### src/rtl/inst_issue_ctrl.sv
// Instruction issue controller: selects one of NUM_SRC instruction sources and
// inserts wait cycles after bubble-enabled issues and on source changes.
module inst_issue_ctrl #(
  parameter int unsigned        NUM_SRC        = 2,
  parameter int unsigned        INST_W         = 32,
  parameter int unsigned        BUBBLE_CNT     = 3,
  parameter int unsigned        SWITCH_BUBBLES = 1,
  parameter logic [INST_W-1:0]  WAIT_INST      = '0,
  localparam int unsigned       SEL_W          = (NUM_SRC > 1) ? $clog2(NUM_SRC) : 1
) (
  input  logic                      clk_i,
  input  logic                      rst_i,
  input  logic [SEL_W-1:0]          src_sel_i,
  input  logic [NUM_SRC*INST_W-1:0] src_inst_i,
  input  logic [NUM_SRC-1:0]        bubble_en_i,
  input  logic                      stall_i,
  output logic [INST_W-1:0]         inst_o,
  output logic                      inst_valid_o,
  output logic                      bubble_o,
  output logic [SEL_W-1:0]          cur_src_o
);

  typedef enum logic {
    ISSUE  = 1'b0,
    BUBBLE = 1'b1
  } mode_e;

  localparam logic [3:0] BUBBLE_LD = 4'(BUBBLE_CNT);
  localparam logic [3:0] SWITCH_LD = 4'(SWITCH_BUBBLES - 1);

  logic [3:0]       cnt_q, cnt_d;
  logic [SEL_W-1:0] cur_sel_q, cur_sel_d;
  logic [INST_W-1:0] src_arr [NUM_SRC];
  logic [SEL_W:0]   sel_ext;
  logic             sel_ok;
  logic             do_issue;
  mode_e            mode;

  for (genvar k = 0; k < NUM_SRC; k++) begin : g_unpack
    assign src_arr[k] = src_inst_i[k*INST_W +: INST_W];
  end

  // Widened compare keeps the range check meaningful when NUM_SRC is a power of two.
  assign sel_ext   = {1'b0, src_sel_i};
  assign sel_ok    = (sel_ext < (SEL_W+1)'(NUM_SRC));
  assign mode      = (cnt_q != 4'd0) ? BUBBLE : ISSUE;
  assign bubble_o  = (mode == BUBBLE);
  assign cur_src_o = cur_sel_q;

  always_comb begin
    inst_o       = WAIT_INST;
    inst_valid_o = 1'b0;
    cnt_d        = cnt_q;
    cur_sel_d    = cur_sel_q;
    do_issue     = 1'b0;
    if (rst_i) begin
      cnt_d     = '0;
      cur_sel_d = '0;
    end else if (!stall_i) begin
      if (mode == BUBBLE) begin
        cnt_d = cnt_q - 4'd1;
      end else if (sel_ok) begin
        if (src_sel_i != cur_sel_q) begin
          cur_sel_d = src_sel_i;
          if (SWITCH_BUBBLES != 0) cnt_d = SWITCH_LD;
          else                     do_issue = 1'b1;
        end else begin
          do_issue = 1'b1;
        end
        if (do_issue) begin
          inst_o       = src_arr[src_sel_i];
          inst_valid_o = 1'b1;
          cnt_d        = (bubble_en_i[src_sel_i] && (BUBBLE_CNT != 0)) ? BUBBLE_LD : '0;
        end
      end
    end
  end

  always_ff @(posedge clk_i) begin
    cnt_q     <= cnt_d;
    cur_sel_q <= cur_sel_d;
  end

endmodule
### config.mk
export PLATFORM = sky130hd
export DESIGN_NAME = inst_issue_ctrl
export DESIGN_NICKNAME = d
export VERILOG_FILES = /design/src/rtl/inst_issue_ctrl.sv
export SDC_FILE = /design/constraint.sdc
export NUM_CORES = 1
export LEC_CHECK = 0
export CORE_ASPECT_RATIO = 1.5
export CORE_UTILIZATION = 25
export CTS_CLUSTER_SIZE = 10
export DETAILED_ROUTE_END_ITERATION = 16
export GPL_TIMING_DRIVEN = 0
export PLACE_DENSITY = 0.87
export SLEW_MARGIN = 20
export SYNTH_ARGS = -nofsm -noshare
export SYNTH_HDL_FRONTEND = slang
export SYNTH_SLANG_ARGS = --single-unit
### constraint.sdc
create_clock -name clk_i -period 3.2 [get_ports clk_i]
set_clock_uncertainty 0.1 [all_clocks]
set_input_delay 0.96 -clock clk_i [delete_from_list [all_inputs] [get_ports clk_i]]
set_output_delay 0.96 -clock clk_i [all_outputs]
set_load 0.01 [all_outputs]
==> impl_metrics.toml, run 1 <==
[critical_path]
critPathLaunchType = "primary input"
cp-end-kind = "output port"
path_class = "in2out"
crit-reg2reg-launch = "cnt_q[0]"
cp_cell_sequence = "dlygate4sd2_1 > nand2b_1 > buf_6 > o21ba_2 > dlygate4sd2_1"
rr_worst_depth = 5
r2r_end = "cnt_q[0]"
crit_path_max_fanout = 7
crit_top_cell = "sky130_fd_sc_hd__dlygate4sd2_1"
slowest_delay_ns = 0.30
reg2reg_slack_ns = 1.55
crit_path_start = "rst_i"
critPathRequiredTime_ns = 2.14
critical-path-slowest-cell = "sky130_fd_sc_hd__dlygate4sd2_1"
crit_end = "inst_valid_o"
worst-endpoint-arrival_ns = 2.07

[synthesis]
register_bit_total_from_synthesis = 5
compound_cell_area_share_of_the_yosys_netlist_pct = 39.6
yosysWarningCount = 0
synth_edf_count = 0
synthCells = 111
mux_share_of_post_synthesis_cell_area_pct = 2.60
syn_area_per_cell_um2 = 6.94
syn-num-nets = 182
syn-cell-area_um2 = 771
synth_most_common_cell = "sky130_fd_sc_hd__nor2_1"
synth_top_area_share_pct = 31.2
synth_flop_cell = "sky130_fd_sc_hd__dfxtp_1"
synth_top_cells_by_count = "36 x sky130_fd_sc_hd__nor2_1, 32 x sky130_fd_sc_hd__a22oi_1, 5 x sky130_fd_sc_hd__buf_2, 5 x sky130_fd_sc_hd__dfxtp_1, 5 x sky130_fd_sc_hd__inv_1"
synth_fa_ha_area_share_pct = 1.62
synth_area_leader_cell = "sky130_fd_sc_hd__a22oi_1"
synth_area_leaders = "sky130_fd_sc_hd__a22oi_1 31%, sky130_fd_sc_hd__nor2_1 18%, sky130_fd_sc_hd__dfxtp_1 13%"
asyncSetResetFlopFracSynth_pct = 0
synth_top_family_by_area = "compound AO/OA/AOI/OAI gates"
synth_cell_type_count = 26
post_synth_xor_xnor_area_pct = 0
synth.yosys.seq_area_share_pct = 13.0
synth_simple_gate_area_share_pct = 27.8

[placed_design]
dp_hpwl_mm = 2.70
place_inst = 253
portBuffers = 103
gpl_wtd_cong = 0.710

[floorplan]
start_util_pct = 26.5
ioPinCount = 105
placement_rows = 24
die_height_um = 70.0
die_width_um = 47.3
floorplan.die_area_um2 = 3310
core_area_um2 = 2910

[detailed_routing]
detailedRoute.firstPassIterationCount = 4
routed_wire_length_per_instance_um = 13.0
drcViolationCount = 0
first_iter_violations = 29
antenna_left = 0
detailroute.via_count = 1277
drt-vias-per-instance = 4.89
routed_wirelength_mm = 3.40

[timing]
final_report_setup_violation_count = 0
period_share_pct = 98.0
slew_viol_final = 0
worstMarginPinSlew_ns = 0.328
relSlewSlack_pct = 77.9
final.min_clock_period_ns = 3.13
finalHoldViolCount = 0
timing.fmax_mhz = 319

[power_and_ir_drop]
cellLeakagePower_nw = 0.790
irDropWorstVdd_v = 0.000300
totalPowerFinal_mw = 0.485
power-per-cell-area_nw_per_um2 = 262

[global_routing]
grtUsageTotal_pct = 20.5
first_global_vias = 1204
grt_max_degree = 11
antenna_found_initial = 0
grt-ovfl-total = 0
grt_first_pass_wirelength_mm = 5.07

[cells_and_area]
synthToLayoutAreaGrowth_pct = 140
final_net_count = 294
layout-drive-gt1-share_pct = 21.6
n_antenna_cell = 0
finalNonFillerCells = 261

[clocking]
cts.root.buffer_cell = "sky130_fd_sc_hd__clkbuf_8"
cts_made_buffers = 3
cts.sinks = 5
tritoncts = "built"
reg_clk_slew_reported_paths_ns = 0.03
h_tree_lvl_count = 1
clkLatencyLatePin_ns = 0.23
clk_path_buf_depth = 2

[outcome]
run_status = "completed"

[flow_run]
max_cap_check_violation_count = 0

[min_path]
worst_hold_path_type = "reg2reg"
hold_path.startpoint = "cnt_q[0]"
==> worst min path at each step <==
stage                           to  slack [ns]  depth (start not counted)
after detailed placement  cnt_q[0]        0.38                          1
after global routing      cnt_q[0]        0.43                          1
after floorplan           cnt_q[0]        0.35                          1
after CTS                 cnt_q[0]        0.39                          1
after global placement    cnt_q[0]        0.37                          1
final                     cnt_q[0]        0.39                          1
==> state kept, by name, indices dropped and copies added, names as in the netlist <==
register	cells
cur_src_o	1
cnt_q	4
==> power by group <==
group	internal (mW)	leakage, nW	switching (mW)
registers	0.0702	0.0410	0.00853
clock network	0.0857	0.0228	0.0331
logic	0.176	0.727	0.111
total	0.332	0.790	0.153
==> cell type report <==
| class | instances | area [µm²] |
|---|---|---|
| plain buffers | 11 | 119 |
| clock buffers | 4 | 45.0 |
| fillers | 272 | 1060 |
| inverters | 5 | 18.8 |
| multi-input cells | 89 | 562 |
| flip-flops and latches | 5 | 100 |
| well taps | 39 | 48.8 |
| repair buffers | 108 | 955 |
==> per-layer routing <==
metal	part of all wire (%)	up-vias	GRT usage (%)
li1	-	629	-
met2	53	59	37.9
met5	0	-	0
met3	9.2	9	5.17
met1	35	580	20.3
met4	2.2	0	6.67
==> worst max-delay path: cells and delay by family <==
kind            cells  cell delay (ns)
simple gates        1             0.18
compound gates      1             0.22
buf+inv             3             0.71
==> metrics by stage <==
stage	instance area (µm²)	setup TNS (ns)	setup WS [ns]	util [%]	hold WS, ns
6_report	1850	0	0.0652	63.4	0.388
5_1_grt	1850	-0.000148	-0.000148	63.4	0.426
4_1_cts	1920	0	0.00830	65.8	0.391
3_5_place_dp	1850	-27.78	-1.01	63.5	0.382
3_3_place_gp	1850	-25.97	-0.919	63.5	0.371
2_1_floorplan	771	0	0.238	-	0.349
==> layout by cell type (no fill, tap or decap), drive strengths merged <==
cell           instances
a311oi                 1
clkbuf                27
nor4                   1
buf                   15
ha                     1
clkdlybuf4s15          9
and2                   1
dlygate4sd2            4
nand2                  2
dfxtp                  5
o21ba                  1
o21ai                  1
and3                   1
o221ai                 1
nor4b                  1
nor3                   1
mux2i                  2
or3b                   1
nor2                  36
a2111oi                1
nand2b                 1
nand4                  1
inv                    5
a21o                   1
a21oi                  2
a22oi                 32
clkdlybuf4s50         68
==> cells by family (layout without fill, tap and decap cells) <==
| kind of cell | Yosys count | count (layout) |
|---|---|---|
| AO/OA/AOI/OAI | 40 | 40 |
| adder cells (fa/ha/maj) | 1 | 1 |
| buffers and inverters | 17 | 128 |
| multiplexers | 2 | 2 |
| AND/OR/NAND/NOR | 46 | 46 |
| flip-flops | 5 | 5 |
==> repair_timing <==
action / 4_1_cts / 5_1_grt
cloned: 0 / 0
endpoints found under the setup margin: 33 / 31
pin swaps: 2 / 0
hold buffers: 0 / 0
gates resized for setup: 51 / 50
buffers inserted: 4 / 1
Note: power is estimated with default switching activity, not from simulation.
==> run 2, diff against run 1 <==
--- a/config.mk
+++ b/config.mk
@@ -5,13 +5,13 @@
 export SDC_FILE = /design/constraint.sdc
 export NUM_CORES = 1
 export LEC_CHECK = 0
+export CAP_MARGIN = 10
 export CORE_ASPECT_RATIO = 1.5
 export CORE_UTILIZATION = 25
 export CTS_CLUSTER_SIZE = 10
 export DETAILED_ROUTE_END_ITERATION = 16
 export GPL_TIMING_DRIVEN = 0
 export PLACE_DENSITY = 0.87
-export SLEW_MARGIN = 20
 export SYNTH_ARGS = -nofsm -noshare
 export SYNTH_HDL_FRONTEND = slang
 export SYNTH_SLANG_ARGS = --single-unit
==> results of run 2 <==
No change in the layout: final DEF, timing and power equal those of run 1.
==> run 3, diff against run 2 <==
--- a/config.mk
+++ b/config.mk
@@ -6,12 +6,12 @@
 export NUM_CORES = 1
 export LEC_CHECK = 0
 export CAP_MARGIN = 10
-export CORE_ASPECT_RATIO = 1.5
-export CORE_UTILIZATION = 25
+export CORE_UTILIZATION = 47
 export CTS_CLUSTER_SIZE = 10
 export DETAILED_ROUTE_END_ITERATION = 16
+export DONT_BUFFER_PORTS = 1
 export GPL_TIMING_DRIVEN = 0
-export PLACE_DENSITY = 0.87
+export PLACE_DENSITY = 0.67
 export SYNTH_ARGS = -nofsm -noshare
 export SYNTH_HDL_FRONTEND = slang
 export SYNTH_SLANG_ARGS = --single-unit
==> impl_metrics.toml, run 3 (synthesis results as in run 1) <==
[min_path]
worst_hold_path_type = "reg2reg"
hold_depth = 1
holdPathEnd = "cnt_q[0]"
hold_path.startpoint = "cnt_q[0]"

[cells_and_area]
final_net_count = 187
mostFrequentLayoutCells = "35 x sky130_fd_sc_hd__nor2_1, 32 x sky130_fd_sc_hd__a22oi_1, 5 x sky130_fd_sc_hd__inv_1, 5 x sky130_fd_sc_hd__buf_2, 5 x sky130_fd_sc_hd__dfxtp_1"
largest_reg_flops = 4
final_design_area_no_fill_um2 = 820
n_antenna_cell = 0
finalNonFillerCells = 131
register_ranked_first_by_flip_flop_count = "cnt_q"
most_common_cell_after_layout_fill_and_taps_aside = "sky130_fd_sc_hd__nor2_1"
n_fill_cell = 148
layout-drive-gt1-share_pct = 15.7
synthToLayoutAreaGrowth_pct = 6.33

[critical_path]
critPathRequiredTime_ns = 2.14
rr_worst_depth = 5
path_class = "in2out"
cp_num_buf_inv = 3
cp_top_family = "simple AND/OR/NAND/NOR gates"
critPathLaunchType = "primary input"
cp_cell_sequence = "buf_6 > nor4b_4 > nand2b_1 > buf_6 > buf_8 > nor2_1"
crit_top_cell = "sky130_fd_sc_hd__buf_6"
reg2reg_slack_ns = 1.55
worst-endpoint-arrival_ns = 1.99
cp-end-kind = "output port"
critical-path-slowest-cell = "sky130_fd_sc_hd__nor4b_4"
crit-reg2reg-launch = "cnt_q[0]"
r2r_end = "cnt_q[0]"
crit_path_max_fanout = 10
slowest_delay_ns = 0.31

[clocking]
hold_fix_buffers_cts = 0
h_tree_lvl_count = 1
clkLatencyLatePin_ns = 0.24
tritoncts = "built"
cts_made_buffers = 3
cts.root.buffer_cell = "sky130_fd_sc_hd__clkbuf_4"
clk_path_buf_depth = 2
reg_clk_slew_reported_paths_ns = 0.04
cts.sinks = 5

[timing]
final_report_setup_violation_count = 0
finalHoldViolCount = 0
timing.fmax_mhz = 328
final.min_clock_period_ns = 3.05
totalNegativeSetupSlack_ns = 0
worstMarginPinSlew_ns = 0.399
period_share_pct = 95.2
relSlewSlack_pct = 73.4
slew_viol_final = 0
rsz0062_at_grt = "false"

[power_and_ir_drop]
seq_power_share_pct = 25.8
switchingPower_mw = 0.119
power-per-cell-area_nw_per_um2 = 372
totalPowerFinal_mw = 0.305
cell_internal_pwr_mw = 0.186
p_sw_share_pct = 39.1
pwr-share-clk_pct = 24.4
combinationalPowerShare_pct = 49.8
irDropWorstVdd_v = 0.000345
cellLeakagePower_nw = 0.311

[floorplan]
ioPinCount = 105
die_width_um = 42.5
die_height_um = 42.5
floorplan.die_area_um2 = 1810
core_area_um2 = 1520
start_util_pct = 50.6
placement_rows = 14

[placed_design]
portBuffers = 0
placement_cell_area_um2 = 791
dp_hpwl_mm = 1.53
gpl_wtd_cong = 0.683
place_inst = 127

[detailed_routing]
antenna_left = 0
detailedRoute.firstPassIterationCount = 4
first_iter_violations = 33
drcViolationCount = 0
routed_wire_length_per_instance_um = 15.2
routed_wirelength_mm = 1.99
detailroute.via_count = 877
drt-vias-per-instance = 6.69

[global_routing]
grt_max_degree = 11
grt-ovfl-total = 0
grt_first_pass_wirelength_mm = 2.74
antenna_found_initial = 0
grtUsageTotal_pct = 19.2
first_global_vias = 665

[outcome]
run_status = "completed"

[flow_run]
max_cap_check_violation_count = 0
## run 3: cell types whose count changed in the layout (fill, tap and decap cells not counted), sizes merged
cell           delta
clkdlybuf4s50    -68
dlygate4sd2       -4
clkdlybuf4s15     -9
buf               -5
clkbuf           -21
## run 3: what timing repair did
item	4_1_cts	5_1_grt
setup buffers	0	0
gates resized for setup	0	1
setup endpoints to repair	0	10
## run 3: cell type report
| cell class | instances | area [µm²] | area share [%] |
|---|---|---|---|
| multi-input cells | 89 | 554 | 67.6 |
| flip-flops and latches | 5 | 100 | 12.2 |
| plain buffers | 12 | 100 | 12.2 |
| clock buffers | 4 | 26.3 | 3.21 |
| well taps | 16 | 20.0 | 2.44 |
| inverters | 5 | 18.8 | 2.29 |
## run 3: worst max path at each step
stage / start / endpoint / slack, ns / depth (start not counted)
after global routing: stall_i / inst_o[18] / 0.06 / 6
after global placement: src_sel_i / inst_o[20] / 0.07 / 4
final: stall_i / inst_o[18] / 0.15 / 6
after floorplan: stall_i / inst_o[10] / 0.24 / 6
after CTS: src_sel_i / inst_o[20] / 0.04 / 4
after detailed placement: src_sel_i / inst_o[20] / 0.03 / 4
## run 3: power by group through the flow
stage	clock network, mW	registers (mW)	logic [mW]
6_report	0.0742	0.0787	0.152
5_1_grt	0.0821	0.0804	0.167
4_1_cts	0.0777	0.0783	0.152
3_5_place_dp	0	0.0794	0.152
3_3_place_gp	0	0.0793	0.149
2_1_floorplan	0	0.0779	0.134
## run 3: per-layer routing
| layer | part of all wire, % | track usage, % | up-vias |
|---|---|---|---|
| met5 | 0 | 0 | - |
| met4 | 0.40 | 3.75 | 0 |
| met3 | 11 | 5.60 | 2 |
| met2 | 46 | 29.8 | 66 |
| met1 | 43 | 26.4 | 392 |
| li1 | - | - | 417 |
## run 3: through the flow
| stage | utilization [%] | worst slack [ns] | hold WS (ns) |
|---|---|---|---|
| 5_1_grt | 53.8 | 0.0617 | 0.427 |
| 3_5_place_dp | 51.9 | 0.0343 | 0.376 |
| 3_3_place_gp | 51.9 | 0.0674 | 0.375 |
| 6_report | 53.8 | 0.153 | 0.382 |
| 4_1_cts | 53.6 | 0.0360 | 0.383 |
| 2_1_floorplan | - | 0.238 | 0.349 |
## run 3: worst reg2reg max path: stages (launching register included)
cell	delay, ns
sky130_fd_sc_hd__dfxtp_1	0.31
sky130_fd_sc_hd__inv_1	0.08
sky130_fd_sc_hd__ha_1	0.23
sky130_fd_sc_hd__or3b_4	0.44
sky130_fd_sc_hd__a2111oi_2	0.28
sky130_fd_sc_hd__a311oi_1	0.08
==> patch: new RTL, config.mk and constraints of run 1 <==
Set the parameter `SWITCH_BUBBLES` to 0 (it was 1).
--- a/src/rtl/inst_issue_ctrl.sv
+++ b/src/rtl/inst_issue_ctrl.sv
@@ -6,3 +6,3 @@
   parameter int unsigned        BUBBLE_CNT     = 3,
-  parameter int unsigned        SWITCH_BUBBLES = 1,
+  parameter int unsigned        SWITCH_BUBBLES = 0,
   parameter logic [INST_W-1:0]  WAIT_INST      = '0,
Function: changed (a bounded check fails within 4 cycles, from zero or initial values and one cycle with rst_i high).
==> patch against run 1 <==
  * Area after synthesis rose by 15%
  * Worst setup slack better by 0.0035 ns
  * Combinational power shrank 2%
  * Cell area grew 2.8%
  * Wire length shrank 16%
  * Sequential cell count unchanged
  * First-iteration DRC count is 34% lower
  * Sequential power down 2%
  * Power fell by 2.1%
  * Critical endpoint is now inst_o[8]
  * Highest routed layer unchanged
==> patch: results (changes against run 1) <==
| Metric | Value |
|---|---|
| Detailed Route Iter0 Violations | 19 (-34%) |
| Cell Count, Final, Fillers Out | 255 (-2.3%) |
| IO buf count | 102 (-0.97%) |
| WL final | 2.85 mm (-16%) |
| Mux cell area share after synthesis | 0.385 (+0.359) |
| FF-to-FF setup slack | 1.51 ns (-0.04 ns) |
| Num CTS Buffers | 3 (unchanged) |
| Worst R2R Path Depth | 6 (+1) |
| Cell Count Post-Placement | 251 (-0.79%) |
| Fraction of layout cells with a size suffix above 1 | 0.192 (-0.0237) |
| Vias in the first global route | 964 (-20%) |
| CP Max Fanout | 10 (+3) |
| Synth cell count leaders | 34 x mux2i_1, 28 x nor2_1, 9 x nor2_4, 5 x dfxtp_1, 5 x inv_1 |
| Post-CTS Setup Inserts | 0 (-4) |
| WHS | 0.407 ns (+0.0188 ns) |
| Gr usage total | 0.143 (-0.0623) |
| HPWL Detailed | 2.38 mm (-12%) |
| Fin nets | 285 (-3.1%) |
| Fillers | 327 (+20%) |
| Worst Setup SP | stall_i |
| Mapped Nets | 178 (-2.2%) |
| VDD IR max | 353 µV (+18%) |
| Post-synth cell types | 23 (-12%) |
| Crit path DAT | 2.07 ns (about the same) |
| Post-synthesis instance total | 107 (-3.6%) |
| Lkg Pwr | 0.898 nW (+14%) |
| Sw power | 0.000150 W (-1.9%) |
| Worst Hold Depth | 2 (+1) |
| P_seq | 0.0000773 W (-2%) |
| Slowest stage delay, CP | 0.28 ns (-0.02 ns) |
| Post-Synth Adder-Cell Area | 0.0142 (-0.00207) |
| Register area share after synthesis | 0.113 (-0.0166) |
| DRT Pass-1 Iters | 6 (+2) |
| RR Endpoint | cnt_q[0]$_SDFFE_PP0N_ |
| Compound-Gate Fraction of Synth Area | 0.0467 (-0.349) |
| Placed instance area | 1960 µm² (+5.7%) |
| Worst Setup EP | inst_o[8] |
| Status | completed |
| Fmax | 319 MHz (+0.11%) |
| DR vias | 1110 (-13%) |
| Pre-CTS setup slack | -0.513 ns (+0.496 ns) |
| First-pass GRT wire length | 4.22 mm (-17%) |
| Synth area leaders | mux2i_1 39%, nor2_1 12%, nor2_4 11%, dfxtp_1 11%, buf_6 5.1% |
| Hold Startpoint | cnt_q[1]$_SDFFE_PP0N_ |
| Worst slew pin tran | 0.345 ns (+0.0161 ns) |
| Clock power frac | 0.245 (about the same) |
| GP Congestion | 0.685 (-3.6%) |
patch: cell types whose count changed in the layout (fill, tap and decap cells not counted), sizes merged, moves of 4 or more:
cell / before / now
mux2i: 2 / 34
clkbuf: 27 / 22
dlygate4sd2: 4 / 11
clkdlybuf4s15: 9 / 5
buf: 15 / 9
a22oi: 32 / 0
patch: per-layer routing:
layer / track usage / up-vias / routed length (µm)
met2: 0.286 / 48 / 1640
met3: 0.0242 / 5 / 190
met5: 0 / - / 0
li1: - / 576 / -
met4: 0.0648 / 0 / 41
met1: 0.140 / 481 / 972
patch: cell type report:
cell class	instances	area (µm²)	area share
inverters	5	18.8	0.00987
flip-flops and latches	5	100	0.0527
well taps	42	52.6	0.0276
repair buffers	102	917	0.483
multi-input cells	88	679	0.357
clock buffers	4	45.0	0.0237
plain buffers	9	87.6	0.0461
patch: repair_timing:
action	in CTS	in global routing
pin swaps	0	1
setup endpoints to repair	33	30
gates resized for setup	36	40
hold endpoints to repair	0	0
gates cloned	0	0
